[config.mk]
export PLATFORM = sky130hd
export DESIGN_NAME = spi_bit_down_counter_flat
export DESIGN_NICKNAME = d
export VERILOG_FILES = /design/src/rtl/spi_bit_down_counter_if.sv /design/src/rtl/spi_bit_down_counter.sv /design/src/flat_wrapper.sv
export SDC_FILE = /design/constraint.sdc
export NUM_CORES = 1
export LEC_CHECK = 0
export ABC_AREA = 1
export CAP_MARGIN = 5
export CORE_MARGIN = 10
export CORE_UTILIZATION = 42
export DETAILED_ROUTE_END_ITERATION = 7
export DONT_BUFFER_PORTS = 1
export PLACE_DENSITY = 0.67
export SLEW_MARGIN = 20
export SYNTH_ARGS = -nofsm -noshare
export SYNTH_HDL_FRONTEND = slang
export SYNTH_SLANG_ARGS = --single-unit
export TNS_END_PERCENT = 1
[constraint.sdc]
create_clock -name clk -period 1.6 [get_ports clk]
set_clock_uncertainty 0.2 [all_clocks]
set_input_delay 0.24 -clock clk [delete_from_list [all_inputs] [get_ports clk]]
set_output_delay 0.24 -clock clk [all_outputs]
set_load 0.005 [all_outputs]
[src/rtl/spi_bit_down_counter_if.sv]
// Control/status bundle for the SPI bit/frame down counter.
// master drives the controls; slave is the counter itself.
interface spi_bit_down_counter_if #(
    parameter int unsigned WIDTH = 4
);
    logic             abort;
    logic             load;
    logic [WIDTH-1:0] datos;
    logic             ena;
    logic             auto_reload;
    logic [WIDTH-1:0] cuenta;
    logic             zero;
    logic             busy;
    logic             tc;

    modport master (
        output abort, load, datos, ena, auto_reload,
        input  cuenta, zero, busy, tc
    );

    modport slave (
        input  abort, load, datos, ena, auto_reload,
        output cuenta, zero, busy, tc
    );
endinterface

[src/rtl/spi_bit_down_counter.sv]
// Loadable falling-edge down counter for SPI bit/frame counting, with abort,
// optional auto-reload from the last loaded value and a terminal-count pulse.
module spi_bit_down_counter #(
    parameter int unsigned     WIDTH       = 4,
    parameter logic [WIDTH-1:0] RELOAD_DFLT = '0
) (
    input  logic                  clk,
    input  logic                  rst_n,
    spi_bit_down_counter_if.slave bus
);
    typedef enum logic [0:0] {StIdle, StRun} state_e;

    localparam logic [WIDTH-1:0] One = WIDTH'(1);

    state_e           state_q, state_d;
    logic [WIDTH-1:0] cuenta_q, cuenta_d;
    logic [WIDTH-1:0] period_q, period_d;
    logic             tc_q, tc_d;

    // Negedge keeps the count aligned with the SPI shift logic.
    always_ff @(negedge clk or negedge rst_n) begin
        if (!rst_n) begin
            state_q  <= StIdle;
            cuenta_q <= '0;
            period_q <= RELOAD_DFLT;
            tc_q     <= 1'b0;
        end else begin
            state_q  <= state_d;
            cuenta_q <= cuenta_d;
            period_q <= period_d;
            tc_q     <= tc_d;
        end
    end

    always_comb begin
        state_d  = state_q;
        cuenta_d = cuenta_q;
        period_d = period_q;
        tc_d     = 1'b0;

        if (bus.abort) begin
            cuenta_d = '0;
            state_d  = StIdle;
        end else if (bus.load) begin
            cuenta_d = bus.datos;
            period_d = bus.datos;
            state_d  = (bus.datos != '0) ? StRun : StIdle;
        end else if (bus.ena && (state_q == StRun)) begin
            if (cuenta_q > One) begin
                cuenta_d = cuenta_q - One;
            end else begin
                // RUN always holds a nonzero count, so this is the terminal edge.
                tc_d = 1'b1;
                if (bus.auto_reload) begin
                    cuenta_d = period_q;
                end else begin
                    cuenta_d = '0;
                    state_d  = StIdle;
                end
            end
        end
    end

    assign bus.cuenta = cuenta_q;
    assign bus.zero   = (cuenta_q == '0);
    assign bus.busy   = (state_q == StRun);
    assign bus.tc     = tc_q;
endmodule
[src/flat_wrapper.sv]
// flat-port wrapper written by rule: the top's interface ports become plain ports
module spi_bit_down_counter_flat 
#(
    parameter int unsigned     WIDTH       = 4,
    parameter logic [WIDTH-1:0] RELOAD_DFLT = '0
)
  (clk, rst_n, bus_abort, bus_load, bus_datos, bus_ena, bus_auto_reload, bus_cuenta, bus_zero, bus_busy, bus_tc);
  spi_bit_down_counter_if #(.WIDTH(WIDTH)) bus_i ();
  input  logic clk;
  input  logic rst_n;
  input wire logic [$bits(bus_i.abort)-1:0] bus_abort;
  input wire logic [$bits(bus_i.load)-1:0] bus_load;
  input wire logic [$bits(bus_i.datos)-1:0] bus_datos;
  input wire logic [$bits(bus_i.ena)-1:0] bus_ena;
  input wire logic [$bits(bus_i.auto_reload)-1:0] bus_auto_reload;
  output wire logic [$bits(bus_i.cuenta)-1:0] bus_cuenta;
  output wire logic [$bits(bus_i.zero)-1:0] bus_zero;
  output wire logic [$bits(bus_i.busy)-1:0] bus_busy;
  output wire logic [$bits(bus_i.tc)-1:0] bus_tc;
  assign bus_i.abort = bus_abort;
  assign bus_i.load = bus_load;
  assign bus_i.datos = bus_datos;
  assign bus_i.ena = bus_ena;
  assign bus_i.auto_reload = bus_auto_reload;
  assign bus_cuenta = bus_i.cuenta;
  assign bus_zero = bus_i.zero;
  assign bus_busy = bus_i.busy;
  assign bus_tc = bus_i.tc;
  spi_bit_down_counter #(.WIDTH(WIDTH), .RELOAD_DFLT(RELOAD_DFLT)) u_core (.clk(clk), .rst_n(rst_n), .bus(bus_i));
endmodule
==> results of run 1 <==
## state kept, by name, indices dropped and copies added (netlist names)
name	flops
u_core.bus.cuenta	4
u_core.period_q	4
u_core.bus.busy	1
u_core.bus.tc	1
## cell type report
| class | count | share of cell area [%] |
|---|---|---|
| clock buffer | 4 | 4.01 |
| inverter | 15 | 6.49 |
| multi-input combinational | 61 | 43.1 |
| sequential | 10 | 27.6 |
| tap | 16 | 2.21 |
| timing repair buffer | 17 | 16.6 |
## what timing repair did
action,CTS,global route
gates resized for setup,11,7
pin swaps,4,1
cloned,0,0
hold endpoints to repair,0,0
setup endpoints to repair,13,13
setup buffers,2,1
## synth_stat cells, drive strengths merged
| master | number |
|---|---|
| nand2 | 24 |
| nor2 | 16 |
| inv | 15 |
| dfrtn | 10 |
| o21ai | 5 |
| a21oi | 3 |
| ha | 3 |
| nand3 | 3 |
| nand3b | 2 |
| a31oi | 1 |
| nand4 | 1 |
| nor3 | 1 |
| nor3b | 1 |
| o31ai | 1 |
## where the power goes
group / internal, mW / switching, mW
clock: 0.138 / 0.0856
combinational: 0.218 / 0.205
sequential: 0.292 / 0.0291
total: 0.648 / 0.320
## routing by layer
layer | up-vias | share of wire, %
met3 | 2 | 7.5
li1 | 310 | -
met1 | 267 | 39
met2 | 13 | 53
met4 | 0 | 0.72
met5 | - | 0
## kinds of logic (layout without fill, tap and decap cells)
| family | after synthesis | in the layout | share of synthesized area, % |
|---|---|---|---|
| simple gates | 48 | 48 | 36.9 |
| fa+ha+maj | 3 | 3 | 5.79 |
| flops | 10 | 10 | 38.6 |
| buf+inv | 15 | 36 | 8.69 |
| compound gates | 10 | 10 | 10.0 |
## metrics by stage
stage | setup WS (ns) | instance area, um^2 | cells | total power [mW]
floorplan | -0.470 | 656 | 86 | 0.521
global placement | -0.390 | 781 | 116 | 0.653
detailed placement | -0.416 | 781 | 116 | 0.662
CTS | -0.682 | 877 | 122 | 0.954
global route | -0.724 | 906 | 123 | 1.05
finish | -0.673 | 906 | 123 | 0.968
## critical path, cell delays in order, from the launching register on
cell and delay, ns:
dfrtn_1 0.41, inv_2 0.04, ha_2 0.17, nor3b_4 0.14
## final timing paths
kind / slack, ns / end
min: 0.15 / u_core.bus.busy
max: -0.67 / bus_zero
min reg2reg: 0.24 / u_core.period_q[3]
min in group clk: 0.24 / u_core.period_q[3]
max in group asynchronous: 0.95 / u_core.bus.cuenta[1]
max reg2reg: -0.10 / u_core.bus.cuenta[2]
## layout by cell type, fill, tap and decap left out, drive strengths merged
| master | instances |
|---|---|
| nand2 | 24 |
| buf | 17 |
| nor2 | 16 |
| inv | 15 |
| dfrtn | 10 |
| o21ai | 5 |
| clkbuf | 4 |
| nand3 | 3 |
| a21oi | 3 |
| ha | 3 |
| nand3b | 2 |
| nor3b | 1 |
| nor3 | 1 |
| o31ai | 1 |
| a31oi | 1 |
| nand4 | 1 |
==> run metrics, run 1 <==
Final WS setup=-0.673 ns; Max Cap Viol=0; P_leak=0.463 nW; placer congestion estimate=0.766; Netlist cell types=22; register area=250 um^2; Multi-input gate area=390 um^2; antenna-violating nets left=0; met3 Track Usage GR=3.43%; Port Buf Inserts=0; Slew HR=83.8%; DR vias/cell=4.81; fin. max-slew vios=0; Setup crit start kind=flip-flop; VDD IR max=0.000624 V; Die ar.=3510 um^2; R2R Path Start=u_core.bus.cuenta[0]; HP Class=input pin to asynchronous set/reset pin; setup violators final=11; endpoints failing hold=0; vias in the first global route=579; Final Util=60.8%; First-pass DRT Iterations=4; Num CTS Buffers=3; Die X=59.3 um; H-tree depth=1; Yosys top cell area share=38.6%; Pwr Density=1070 nW/um^2; initial drt markers=3; initial antenna violation count=0; largest net degree at the start of global routing=11; core area=1490 um^2; CP Data Arrival Time=1.83 ns; Cell Area, Synth=648 um^2; met1 usage=9.40%; Yosys top cell by area=dfrtn_1; post-synthesis sequential area ratio=38.6%; clk root buf=clkbuf_4; grt ovf=0; crit path kind=flip-flop to output port; worst-margin pin slew=0.240 ns; DR vias=592; drt wl/cell=12.4 um; # DRC=0; synth top area cells=dfrtn_1 (39%), nand2_1 (12%), inv_1 (7.5%), nor2_1 (7.5%), ha_1 (5.8%); met2 Track Usage GR=16.0%; area grow syn2layout=39.8%; Req. time, crit path=1.16 ns; hold slack=0.147 ns; crit end category=output port; cells after synthesis=86; CTS tree=done; fraction of layout cells with a size suffix above 1=40.2%; GRT busiest layer=met2; die height=59.3 um; Initial Util=43.5%; Row Count=14; hpwl dp=1240 um; crit-path max FO=2; CTS Hold Bufs=0; FILL cells=146; FF+latch count, synth=10; Antenna diodes=0; violated checks=negative setup slack; Clock Sink Count=10; Worst-Skew Late Latency=0.27 ns; syn nets=99; RSZ-0062 raised after global routing=yes; Tot GR Track Use=9.29%; Setup TNS Final=-3.67 ns; critical path launch point=u_core.bus.cuenta[0]; clock-pin slew on the worst setup and hold paths=0.05 ns; global-route wire length before repair=2480 um; WL final=1520 um; Reg2Reg Depth=12; synthesized area per cell=7.54 um^2; num ports=17; clock tree buffer depth=2; nets=121; outcome=finished with violations; synth warn=0
(Power assumes the default switching activity.)
==> run 2, diff against run 1 <==
==> constraint.sdc (replaced) <==
create_clock -name clk -period 1.6 [get_ports clk]
set_clock_uncertainty 0.2 [all_clocks]
set_input_delay 0.48 -clock clk [delete_from_list [all_inputs] [get_ports clk]]
set_output_delay 0.48 -clock clk [all_outputs]
set_load 0.005 [all_outputs]
==> run 2 against run 1 <==
The flow still finishes with violations (negative setup slack). Core utilization shrank 1.3 points. First-iteration DRC count grew to 3.0 times the previous value. Register-to-register slack lost 0.05 ns. Count of clock-buffer cells in the layout is the same. Sequential share of layout area grew 0.62 points. Worst setup slack lost 0.24 ns. Non-clock buffer count is the same. Final cell count is the same. Combinational power shrank 5.9%. Routed wire length shrank 2.9%. Critical path type unchanged.
==> run metrics, run 2 (synthesized netlist as in run 1, its figures left out) <==
Pwr Density=1070 nW/um^2 (-0.14%); Placed Cells=116 (unchanged); area grow syn2layout=36.7%; global-route wire length before repair=2420 um (-2.3%); # DRC=0 (unchanged); fraction of layout cells with a size suffix above 1=41.1% (+0.93 points); Antenna diodes=0 (unchanged); vias in the first global route=565 (-2.4%); endpoints failing hold=0 (unchanged); crit-path max FO=2 (unchanged); Final Util=59.5% (-1.3 points); outcome=finished with violations; DR vias/cell=4.86 (+1.0%); clock-pin slew on the worst setup and hold paths=0.05 ns (about the same); Num CTS Buffers=3 (unchanged); Clk pwr share=23.9% (+0.8 points); Tot GR Track Use=9.03% (-0.26 points); H-tree depth=1 (unchanged); most frequent cells in the layout=nand2_1 (19), buf_4 (13), nor2_1 (12); clock tree buffer depth=2 (unchanged); CTS tree=done; WL final=1480 um (-2.9%); Die ar.=3510 um^2 (unchanged); leading cell type in the layout, fill and taps excluded=nand2_1; largest net degree at the start of global routing=11 (unchanged); nets=121 (unchanged); Initial Util=43.5% (unchanged); DR vias=598 (+1.0%); Req. time, crit path=0.92 ns (-0.24 ns); RSZ-0062 raised after global routing=yes; clk root buf=clkbuf_4; Layout Cells excl Fill=123 (unchanged); core area=1490 um^2 (unchanged); antenna-violating nets left=0 (unchanged); num ports=17 (unchanged); Row Count=14 (unchanged); crit end category=output port; switching power total=0.313 mW (-2.2%); Final WS setup=-0.916 ns (-0.243 ns); Flop pwr share=33.9% (+0.8 points); fin. max-slew vios=0 (unchanged); worst-margin pin slew=0.236 ns (-0.00388 ns); initial antenna violation count=0 (unchanged); Pint=0.632 mW (-2.4%); Port Buf Inserts=0 (unchanged); VDD IR max=0.000626 V (+0.19%); placed cell areas=781 um^2 (unchanged); Slew HR=84.1% (+0.26 points); Worst-Skew Late Latency=0.27 ns (about the same); die height=59.3 um (unchanged); Gate power share=42.2% (-1.6 points); CP Data Arrival Time=1.84 ns (about the same); hold slack=0.243 ns (+0.0958 ns); design area=886 um^2 (-2.2%); setup violators final=16 (+5); P_leak=0.457 nW (-1.5%); Setup crit start kind=flip-flop; HP Class=flip-flop to flip-flop; placer congestion estimate=0.766 (unchanged); Die X=59.3 um (unchanged); FILL cells=147 (+0.68%); Max Cap Viol=0 (unchanged); grt ovf=0 (unchanged); violated checks=negative setup slack; Net Sw Frac=33.1% (+0.047 points); drt wl/cell=12.0 um (-2.9%); hpwl dp=1240 um (unchanged); Clock Sink Count=10 (unchanged); initial drt markers=9 (+6); crit path kind=flip-flop to output port; Setup TNS Final=-6.42 ns (-2.74 ns); First-pass DRT Iterations=4 (unchanged)
## run 2: cell counts in the layout (fill, tap and decap cells not counted)
No cell type changed its count.
## run 2: cell type report
| type | count | area, um^2 | share of cell area (%) |
|---|---|---|---|
| clock buffers | 4 | 36.3 | 4.10 |
| inverters | 15 | 56.3 | 6.36 |
| multi-input cells | 61 | 380 | 42.9 |
| flip-flops and latches | 10 | 250 | 28.2 |
| well taps | 16 | 20.0 | 2.26 |
| repair buffers | 17 | 143 | 16.1 |
## run 2: layer usage
| metal | GRT usage (%) | routed length, um | vias up |
|---|---|---|---|
| met5 | 0 | 0 | - |
| met4 | 4.92 | 22 | 0 |
| met3 | 3.43 | 110 | 4 |
| met2 | 15.0 | 754 | 16 |
| met1 | 9.52 | 593 | 265 |
| li1 | - | - | 313 |
## run 2: final timing paths
kind	from	endpoint	slack, ns	depth (start not counted)
max	u_core.bus.cuenta[0]	bus_zero	-0.92	3
min	u_core.period_q[3]	u_core.period_q[3]	0.24	2
max reg2reg	u_core.bus.cuenta[0]	u_core.bus.cuenta[2]	-0.15	12
min reg2reg	u_core.period_q[3]	u_core.period_q[3]	0.24	2
max in group asynchronous	rst_n	u_core.bus.cuenta[1]	0.71	0
min in group asynchronous	rst_n	u_core.bus.busy	0.38	0
## run 2: power groups by stage
stage / Sequential, mW / Combinational [mW] / Clock (mW)
floorplan: 0.332 / 0.189 / 0
global placement: 0.319 / 0.334 / 0
detailed placement: 0.320 / 0.342 / 0
CTS: 0.320 / 0.383 / 0.232
global route: 0.324 / 0.449 / 0.248
finish: 0.321 / 0.399 / 0.226
## run 2: what timing repair did
item	4_1_cts	5_1_grt
pin swaps	6	1
buffers inserted	2	1
hold buffers	0	0
setup endpoints to repair	17	17
resized for setup	11	6
## run 2: critical path, stage by stage, from the launching register on
cell and delay [ns]:
dfrtn_1 0.42, inv_2 0.04, ha_2 0.17, nor3b_4 0.14
## run 2: metrics by stage
step	total power, mW	setup slack, ns
floorplan	0.521	-0.710
CTS	0.936	-0.922
global route	1.02	-0.964
global placement	0.653	-0.630
finish	0.945	-0.916
detailed placement	0.662	-0.656
==> run 3, diff against run 2 <==
- CORE_MARGIN: 10 -> unset
==> run 3 against run 2 <==
The flow still finishes with violations (negative setup slack). Combinational power down 4%. Count of clock-buffer cells in the layout unchanged. Global-route usage up 11 points. Largest cell class unchanged. Worst setup slack worse by 0.0030 ns. Non-clock buffer count down 1. Critical endpoint unchanged.
==> run metrics, run 3 (synthesized netlist as in run 1, its figures left out) <==
Die X=41.3 um (-30%); vias in the first global route=526 (-6.9%); Antenna diodes=0 (unchanged); Tot GR Track Use=19.7% (+11 points); Setup TNS Final=-6.36 ns (+0.0606 ns); clk root buf=clkbuf_4; fraction of layout cells with a size suffix above 1=41.5% (+0.39 points); Max Cap Viol=0 (unchanged); Setup crit start kind=flip-flop; most frequent cells in the layout=nand2_1 (18), buf_4 (13), nor2_1 (11); Initial Util=47.4% (+3.9 points); Clock Sink Count=10 (unchanged); hpwl dp=1060 um (-14%); core area=1370 um^2 (-8.2%); die height=41.3 um (-30%); Pwr Density=1050 nW/um^2 (-1.9%); Row Count=13 (-1); placer congestion estimate=0.756 (-1.3%); CP Data Arrival Time=1.84 ns (about the same); setup violators final=16 (unchanged); endpoints failing hold=0 (unchanged); # DRC=0 (unchanged); largest net degree at the start of global routing=11 (unchanged); DR vias=583 (-2.5%); First-pass DRT Iterations=4 (unchanged); clock-pin slew on the worst setup and hold paths=0.05 ns (about the same); violated checks=negative setup slack; HP Class=flip-flop to flip-flop; fin. max-slew vios=0 (unchanged); crit-path max FO=2 (unchanged); FILL cells=136 (-7.5%); Placed Cells=114 (-1.7%); Worst-Skew Late Latency=0.27 ns (about the same); worst-margin pin slew=0.262 ns (+0.0253 ns); Port Buf Inserts=0 (unchanged); antenna-violating nets left=0 (unchanged); DR vias/cell=4.82 (-0.90%); Layout Cells excl Fill=121 (-1.6%); RSZ-0062 raised after global routing=yes; initial antenna violation count=0 (unchanged); nets=120 (-0.83%); initial drt markers=8 (-1); grt ovf=0 (unchanged); CTS tree=done; Die ar.=1700 um^2 (-52%); WL final=1380 um (-6.8%); global-route wire length before repair=2110 um (-13%); Num CTS Buffers=3 (unchanged); leading cell type in the layout, fill and taps excluded=nand2_1; area grow syn2layout=37.5%; num ports=17 (unchanged); drt wl/cell=11.4 um (-5.2%); crit path kind=flip-flop to output port; clock tree buffer depth=2 (unchanged); Req. time, crit path=0.92 ns (about the same); H-tree depth=1 (unchanged); outcome=finished with violations; VDD IR max=0.000471 V (-25%); Final WS setup=-0.919 ns (-0.00298 ns); crit end category=output port; Slew HR=82.4% (-1.7 points); P_leak=0.455 nW (-0.26%)
-- run 3: where the power goes --
group	leakage, nW	internal [mW]	switching, mW
clock network	0.0210	0.138	0.0902
logic	0.309	0.189	0.195
registers	0.125	0.291	0.0291
total	0.455	0.619	0.314
-- run 3: worst paths after layout --
check,startpoint,end,depth (start not counted),slack [ns]
hold / removal,u_core.period_q[2],u_core.period_q[2],2,0.24
setup reg to reg,u_core.bus.cuenta[0],u_core.bus.cuenta[3],11,-0.13
setup / recovery,u_core.bus.cuenta[1],bus_zero,3,-0.92
max in group asynchronous,rst_n,u_core.bus.cuenta[2],0,0.71
min in group asynchronous,rst_n,u_core.period_q[3],0,0.39
hold reg to reg,u_core.period_q[2],u_core.period_q[2],2,0.24
-- run 3: what timing repair did --
item                                    in CTS  in global routing
resized for setup                           11                 10
buffers inserted                             2                  1
pin swaps                                    2                  1
hold buffers                                 0                  0
endpoints found under the setup margin      17                 17
-- run 3: worst max-delay path, cell delays in order (launching register included) --
cell	delay, ns
dfrtn_1	0.43
inv_2	0.06
ha_4	0.15
nor3b_4	0.14
-- run 3: final cells by class --
class	count	area [um^2]	share of cell area [%]
clock buffers	4	36.3	4.07
inverters	15	66.3	7.44
multi-input cells	61	388	43.5
flip-flops and latches	10	250	28.1
well taps	15	18.8	2.11
repair buffers	16	131	14.7
-- run 3: routing by layer --
| metal | track usage [%] | up-vias | part of all wire [%] |
|---|---|---|---|
| met3 | 3.26 | 2 | 2.9 |
| met4 | 9.68 | 0 | 1.0 |
| met5 | 0 | - | 0 |
| met1 | 23.9 | 257 | 46 |
| met2 | 33.2 | 11 | 50 |
| li1 | - | 313 | - |
-- run 3: metrics by stage --
step                power, mW  util (%)  hold WS [ns]  cell area (um^2)  setup slack (ns)
finish                  0.933      65.2         0.242               891            -0.919
global route             1.00      65.2         0.265               891            -0.972
CTS                     0.921      62.6         0.241               856            -0.934
detailed placement      0.645      56.5         0.238               772            -0.648
floorplan               0.521         -         0.203               656            -0.710
global placement        0.637      56.5         0.229               772            -0.627
